==> config.mk <==
export PLATFORM = sky130hd
export DESIGN_NAME = regfile_sb
export DESIGN_NICKNAME = d
export VERILOG_FILES = /design/src/rtl/regfile_sb.sv
export SDC_FILE = /design/constraint.sdc
export NUM_CORES = 2
export LEC_CHECK = 0
export CORE_ASPECT_RATIO = 1.25
export CORE_MARGIN = 2
export CORE_UTILIZATION = 45
export DETAILED_ROUTE_END_ITERATION = 12
export PLACE_DENSITY = 0.69
export SLEW_MARGIN = 20
export SYNTH_ARGS = -nofsm -noshare
export SYNTH_HDL_FRONTEND = slang
export SYNTH_SLANG_ARGS = --single-unit
==> constraint.sdc <==
create_clock -name clk -period 11 [get_ports clk]
set_input_delay 1.65 -clock clk [delete_from_list [all_inputs] [get_ports clk]]
set_output_delay 1.65 -clock clk [all_outputs]
set_load 0.1 [all_outputs]
==> src/rtl/regfile_sb.sv <==
// Parametrised register file: one write port, two registered read ports and a
// per-register pending-write scoreboard with optional zero register and bypass.
module regfile_sb #(
  parameter int DATA_W   = 32,
  parameter int ADDR_W   = 5,
  parameter int ZERO_REG = 1,
  parameter int BYPASS   = 1
) (
  input  logic              clk,
  input  logic              rst_n,
  input  logic              write_en,
  input  logic [ADDR_W-1:0] write_reg,
  input  logic [DATA_W-1:0] write_data,
  input  logic              read_en1,
  input  logic [ADDR_W-1:0] read_reg1,
  input  logic              read_en2,
  input  logic [ADDR_W-1:0] read_reg2,
  output logic [DATA_W-1:0] read_data1_o,
  output logic [DATA_W-1:0] read_data2_o,
  output logic              read_busy1_o,
  output logic              read_busy2_o,
  input  logic              rsv_en,
  input  logic [ADDR_W-1:0] rsv_reg
);

  localparam int DEPTH = 2 ** ADDR_W;

  logic [DATA_W-1:0] mem_r [DEPTH];
  logic [DEPTH-1:0]  busy_r;
  logic [DEPTH-1:0]  busy_nxt_s;
  logic              wr_ok_s;
  logic              rsv_ok_s;
  logic [DATA_W-1:0] rd1_data_s;
  logic [DATA_W-1:0] rd2_data_s;
  logic              rd1_busy_s;
  logic              rd2_busy_s;

  function automatic logic is_zero_idx(input logic [ADDR_W-1:0] idx);
    return (ZERO_REG != 0) && (idx == {ADDR_W{1'b0}});
  endfunction

  // Returns {busy, data} seen by a read port, applying zero-register and bypass priority.
  function automatic logic [DATA_W:0] read_sel(
    input logic [ADDR_W-1:0] idx,
    input logic [DATA_W-1:0] stored,
    input logic              busy_bit,
    input logic              we,
    input logic [ADDR_W-1:0] wr,
    input logic [DATA_W-1:0] wd
  );
    if (is_zero_idx(idx)) begin
      return {1'b0, {DATA_W{1'b0}}};
    end else if ((BYPASS != 0) && we && (wr == idx)) begin
      return {1'b0, wd};
    end else begin
      return {busy_bit, stored};
    end
  endfunction

  // Qualify write/reserve and build next scoreboard; reserve wins over a same-index write.
  always_comb begin
    wr_ok_s    = write_en && !is_zero_idx(write_reg);
    rsv_ok_s   = rsv_en && !is_zero_idx(rsv_reg);
    busy_nxt_s = busy_r;
    for (int i = 0; i < DEPTH; i++) begin
      if (rsv_ok_s && (rsv_reg == ADDR_W'(i))) begin
        busy_nxt_s[i] = 1'b1;
      end else if (wr_ok_s && (write_reg == ADDR_W'(i))) begin
        busy_nxt_s[i] = 1'b0;
      end else begin
        busy_nxt_s[i] = busy_r[i];
      end
    end
  end

  // Read-port selection against pre-edge storage.
  always_comb begin
    {rd1_busy_s, rd1_data_s} = read_sel(read_reg1, mem_r[read_reg1], busy_r[read_reg1],
                                        write_en, write_reg, write_data);
    {rd2_busy_s, rd2_data_s} = read_sel(read_reg2, mem_r[read_reg2], busy_r[read_reg2],
                                        write_en, write_reg, write_data);
  end

  // Register storage and scoreboard.
  always_ff @(posedge clk) begin
    if (!rst_n) begin
      for (int i = 0; i < DEPTH; i++) begin
        mem_r[i] <= {DATA_W{1'b0}};
      end
      busy_r <= {DEPTH{1'b0}};
    end else begin
      if (wr_ok_s) begin
        mem_r[write_reg] <= write_data;
      end
      busy_r <= busy_nxt_s;
    end
  end

  // Registered read outputs; a disabled port holds its last value.
  always_ff @(posedge clk) begin
    if (!rst_n) begin
      read_data1_o <= {DATA_W{1'b0}};
      read_data2_o <= {DATA_W{1'b0}};
      read_busy1_o <= 1'b0;
      read_busy2_o <= 1'b0;
    end else begin
      if (read_en1) begin
        read_data1_o <= rd1_data_s;
        read_busy1_o <= rd1_busy_s;
      end
      if (read_en2) begin
        read_data2_o <= rd2_data_s;
        read_busy2_o <= rd2_busy_s;
      end
    end
  end

endmodule

Word-level counts from Yosys, hierarchy flattened
Memory sizes are Yosys's and may differ from the RTL's.
Cells that the tools add are included.
- equality and inequality tests: 64
- shift operators: 0
- bitwise logic cells: 0
- reduce and logical (&&, ||, !) cells: 107
- div/mod/pow operators: 0
- $lt $le $gt $ge: 2
- $mul: 0
- muxes and demuxes: 79
- $add $sub $neg: 0
- operators with widths (cell ; count):
    $eq A5 B5 Y1 const B ; 32
    $mux W33 ; 4
    $eq A5 B4 Y1 const B ; 16
    $mux W1 ; 71
    $logic_and A1 B1 Y1 ; 68
    $reduce_bool A2 Y1 ; 32
    $eq A5 B3 Y1 const B ; 8
    $mux W32 ; 1
    $reduce_or A32 Y1 ; 1
    $eq A5 B2 Y1 const B ; 4
    $logic_not A5 Y1 ; 4
    $lt A5 B6 Y1 const B ; 2
    $bmux W1 S5 ; 2
    $eq A5 B1 Y1 const B ; 2
    $eq A5 B5 Y1 ; 2
    $mux W5 ; 1
    $logic_not A1 Y1 ; 2
- output and inout port bits: 66
- memory bits (writable): 1024
- bits in read-only memories: 0
- register bits: 98
- memories kept: 1
- bits in latches: 0
- input bits: 58
- memories (memory ; words ; width ; read ports ; clocked after Yosys merged registers in ; wr ports ; line ; RTL):
    mem_r ; 32 ; 32 ; 2 ; 0 ; 32 ; 28 ; logic [DATA_W-1:0] mem_r [DEPTH];

Logic depth before layout (Yosys ltp)
- word-level depth: 8
- mapped depth: 9
- mapped depth without buffers: 5

Worst setup path after synthesis
Ideal clock, no wire load.
- path type: input -> register
- start point: input port write_en
- end point: memory mem_r[3][0], enable pin
- library setup time: 0.468 ns
- slack: 5.797 ns
- data required time: 10.532 ns
- data arrival time: 4.735 ns
- path buffers: 1
- stages: 4
- path through: clkbuf_1 > nor2b_1 > nand3_1 > o21ai_0
- RTL lines (element ; line ; RTL):
    start: declaration ; 11 ; input logic write_en,
    end: declaration ; 28 ;

Worst setup path after layout
- start point: input port read_reg2[2]
- end point: register read_data2_o[1]
- longest elaborated chain between the ends: 4
- elaborated cells on any way between the ends: 6
- classes of those cells: eq/ne: 1; mux: 2; reduce/logical: 2; memory: 1
- ends and longest elaborated chain (element ; line ; RTL):
    start: declaration ; 17 ; input logic [ADDR_W-1:0] read_reg2,
    branches (longest 3 deep; another with $mem_v2 Z32 W32) ; -- ;
    $mux W33 * ; 51 ; if (is_zero_idx(idx)) begin
    end signal: assignment ; 103 ; read_data2_o <= {DATA_W{1'b0}};
    end signal: assignment ; 112 ; read_data2_o <= rd2_data_s;
    end: declaration ; 19 ; output logic [DATA_W-1:0] read_data2_o,
Mark *: on every way between the ends.
A chain may end at the register's enable or synchronous reset.

==> impl_metrics.sql <==
INSERT INTO impl_metrics (metric_group, metric, value, unit) VALUES
('outcome', 'outcome', 'complete, no violations', ''),
('sta', 'grt_setup_unrepaired', 'false', ''),
('die', 'floorplan.core_area', '129000', 'sq um'),
('cts', 'clock_tree_from_tritoncts', 'yes', ''),
('global_route', 'grt_pass1_vias', '36871', ''),
('hold_path', 'hold_path_class', 'flip-flop to flip-flop', ''),
('worst_setup_path', 'timing.reg2reg.setup_slack', '8.85', 'ns'),
('cts', 'cts.repair_timing.setup_buffer_count', '0', ''),
('worst_setup_path', 'cp_cell_sequence', 'buf_8 > buf_4 > buf_4 > mux4_2 > mux4_2 > a22oi_1 > a21oi_1', ''),
('synthesis', 'synth_area_leader_cell', 'edfxtp_1', ''),
('sta', 'report.final.hold_viol_count', '0', ''),
('worst_setup_path', 'cp.arrival', '5.58', 'ns'),
('global_route', 'globalRoute.totalOverflow', '0', ''),
('synthesis', 'yosys.cell_count.top_type', 'edfxtp_1', ''),
('synthesis', 'yosys_warnings', '0', ''),
('worst_setup_path', 'crit_path_top_delay_cell', 'buf_4', ''),
('sta', 'timing_worst_slew_pin_value', '1.20', 'ns'),
('worst_setup_path', 'worst_setup_path_startpoint', 'read_reg2[2]', ''),
('cts', 'clk_pin_slew', '0.06', 'ns'),
('cells_and_area', 'areaGrowthSynthToFinish', '12.0', '%'),
('cts', 'clk_root_buffer_cell', 'clkbuf_16', ''),
('pwr', 'report.power.total', '0.0103', 'W'),
('die', 'floorplan.die.height', '407', 'microns'),
('synthesis', 'yosysSeqAreaShare', '0.560', ''),
('cts', 'cts_buffers', '110', ''),
('synthesis', 'main_flop_type_after_synthesis', 'edfxtp_1', ''),
('routing', 'drt-pass1-iter-count', '6', ''),
('sta', 'max_frequency', '202', 'MHz'),
('worst_setup_path', 'worst_setup_path_end_kind', 'flip-flop', ''),
('cts', 'worstSkewPairLatency', '0.75', 'ns'),
('worst_setup_path', 'cp_num_buf_inv', '3', ''),
('sta', 'setup_viol_count_final', '0', ''),
('worst_setup_path', 'critical-path-top-delay-family', 'buffers and inverters', ''),
('worst_setup_path', 'path_class', 'primary input to flip-flop', ''),
('placement', 'gpl.final_weighted_congestion', '0.878', ''),
('cells_and_area', 'area.sequential', '32700', 'sq um'),
('pwr', 'cellLeakagePower', '21.6', 'nW'),
('worst_setup_path', 'r2r-start', 'mem_r[7][1]', ''),
('worst_setup_path', 'worstSetupStartpointType', 'primary input', ''),
('die', 'pin_count', '124', ''),
('sta', 'slew_headroom', '0.197', ''),
('synthesis', 'syn-mean-instance-area', '15.8', 'sq um'),
('job', 'cap_violations', '0', ''),
('routing', 'dr.first_iter.drc_count', '6018', ''),
('worst_setup_path', 'rr_endpoint', 'read_data2_o[1]', ''),
('worst_setup_path', 'cpPeakStageDelay', '0.90', 'ns'),
('synthesis', 'synth_compound_gate_area_share', '0.0277', ''),
('pwr', 'power_density', '158', 'nW/um^2'),
('pwr', 'vdd_drop_max', '139', 'uV'),
('cts', 'h-tree-depth', '3', ''),
('global_route', 'first_pass_grt_wire_length', '283000', 'microns'),
('sta', 'layout_worst_path_cycle_share', '0.451', ''),
('synthesis', 'share_of_synthesized_cell_area_in_and_or_nand_and_nor_gates', '0.124', ''),
('sta', 'drv_slew', '0', ''),
('synthesis', 'synth.area.mux_share', '0.254', ''),
('die', 'width_of_the_die', '326', 'microns'),
('worst_setup_path', 'worst-endpoint-required', '11.61', 'ns'),
('worst_setup_path', 'critical_path_peak_fanout', '82', ''),
('sta', 'finClkSkew', '0.0503', 'ns'),
('synthesis', 'synth.lib_cells_used.distinct', '46', ''),
('synthesis', 'netlist_top_cells_area', 'edfxtp_1, mux4_2, and2_1, dfxtp_1, clkbuf_1', ''),
('cts', 'ctsResizeCount', '0', ''),
('sta', 'totalNegativeSetupSlack', '0', 'ns'),
('global_route', 'largest_net_degree_at_the_start_of_global_routing', '95', ''),
('synthesis', 'postSynthRegisterBits', '1122', ''),
('placement', 'placement.io_buffers', '123', ''),
('sta', 'fin_crit', '4.96', 'ns'),
('die', 'initial_core_util', '0.454', ''),
('cts', 'cts-hold-fix-buffers', '0', ''),
('cells_and_area', 'multi_input_comb_area', '24500', 'sq um'),
('worst_setup_path', 'worstSetupPathDepth', '7', '');
==> cell usage in the layout, fill, tap and decap left out, drive strengths merged, types with 3 or more instances in the layout <==
cell type,Yosys,final
or3,4,4
xor2,4,4
buf,90,127
nand3,14,14
mux4,654,654
o22ai,33,33
dfxtp,98,98
diode,0,18
a22oi,30,30
nor3,16,16
bufinv,0,11
conb,1,32
nand2,9,9
clkinv,22,56
edfxtp,1024,1024
or2,3,3
mux2i,11,11
inv,48,52
clkinvlp,0,5
xnor2,6,6
and2,993,993
o21ai,66,66
nor2,23,23
nand2b,35,35
clkbuf,301,153
nor2b,67,67
nand3b,6,6
a21oi,95,95
a221oi,7,7
o221ai,31,31
clkdlybuf4s50,0,104
nand4,4,4
==> power breakdown <==
group,switching (W),leakage (nW),internal (W)
Sequential,0.000143,10.6,0.00490
Combinational,0.000820,9.28,0.000556
Clock,0.00171,1.77,0.00219
==> cells by family (layout without fill, tap and decap cells) <==
logic type,after synthesis,after routing
muxes,665,665
DFF,1122,1122
and+or+nand+nor,1178,1178
xor gates and xnor gates,10,10
other,1,50
AOI/OAI and AO/OA,268,268
buffers and inverters,461,508
==> routing by layer <==
| layer | global-route usage | vias up | wire length [microns] |
|---|---|---|---|
| li1 | - | 14272 | - |
| met1 | 0.378 | 18849 | 67200 |
| met2 | 0.486 | 3021 | 96500 |
| met3 | 0.0890 | 670 | 27600 |
| met4 | 0.188 | 14 | 12600 |
| met5 | 0.00332 | - | 132 |
==> area by class of cell <==
cell class | instances | share of cell area
Antenna cell | 18 | 0.000688
Clock buffer | 153 | 0.0464
Clock inverter | 54 | 0.00925
Inverter | 70 | 0.00413
Multi-Input combinational cell | 2153 | 0.375
Sequential cell | 1122 | 0.500
Tap cell | 1713 | 0.0328
Timing Repair Buffer | 231 | 0.0318
==> metrics by stage <==
step                cells  setup slack (ns)  hold WS (ns)   util
finish               5514              6.04         0.488  0.509
global route         5500              5.84         0.508  0.509
CTS                  5493              6.12         0.485  0.508
detailed placement   5286              5.34         0.474  0.480
global placement     5285              5.34         0.466  0.480
floorplan            3736              5.80         0.447      -
==> worst reg2reg max path, stage by stage, from the launching register on <==
cell      delay (ns)
edfxtp_1        0.42
mux4_2          0.48
mux4_2          0.47
a22oi_1         0.51
a21oi_1         0.14
==> state kept, by name, indices dropped and copies added, names as in the netlist <==
signal and count:
mem_r 1024, busy_r 32, read_busy1_o 1, read_data1_o 32, read_busy2_o 1, read_data2_o 32
==> worst min-delay path by stage <==
| stage | to | cells after the start | startpoint |
|---|---|---|---|
| floorplan | busy_r[0] | 1 | busy_r[0] |
| global placement | busy_r[31] | 2 | busy_r[31] |
| detailed placement | busy_r[0] | 1 | busy_r[0] |
| CTS | busy_r[20] | 2 | busy_r[20] |
| global route | busy_r[20] | 2 | busy_r[20] |
| finish | busy_r[3] | 2 | busy_r[3] |
Note: power is estimated with default switching activity, not from simulation.
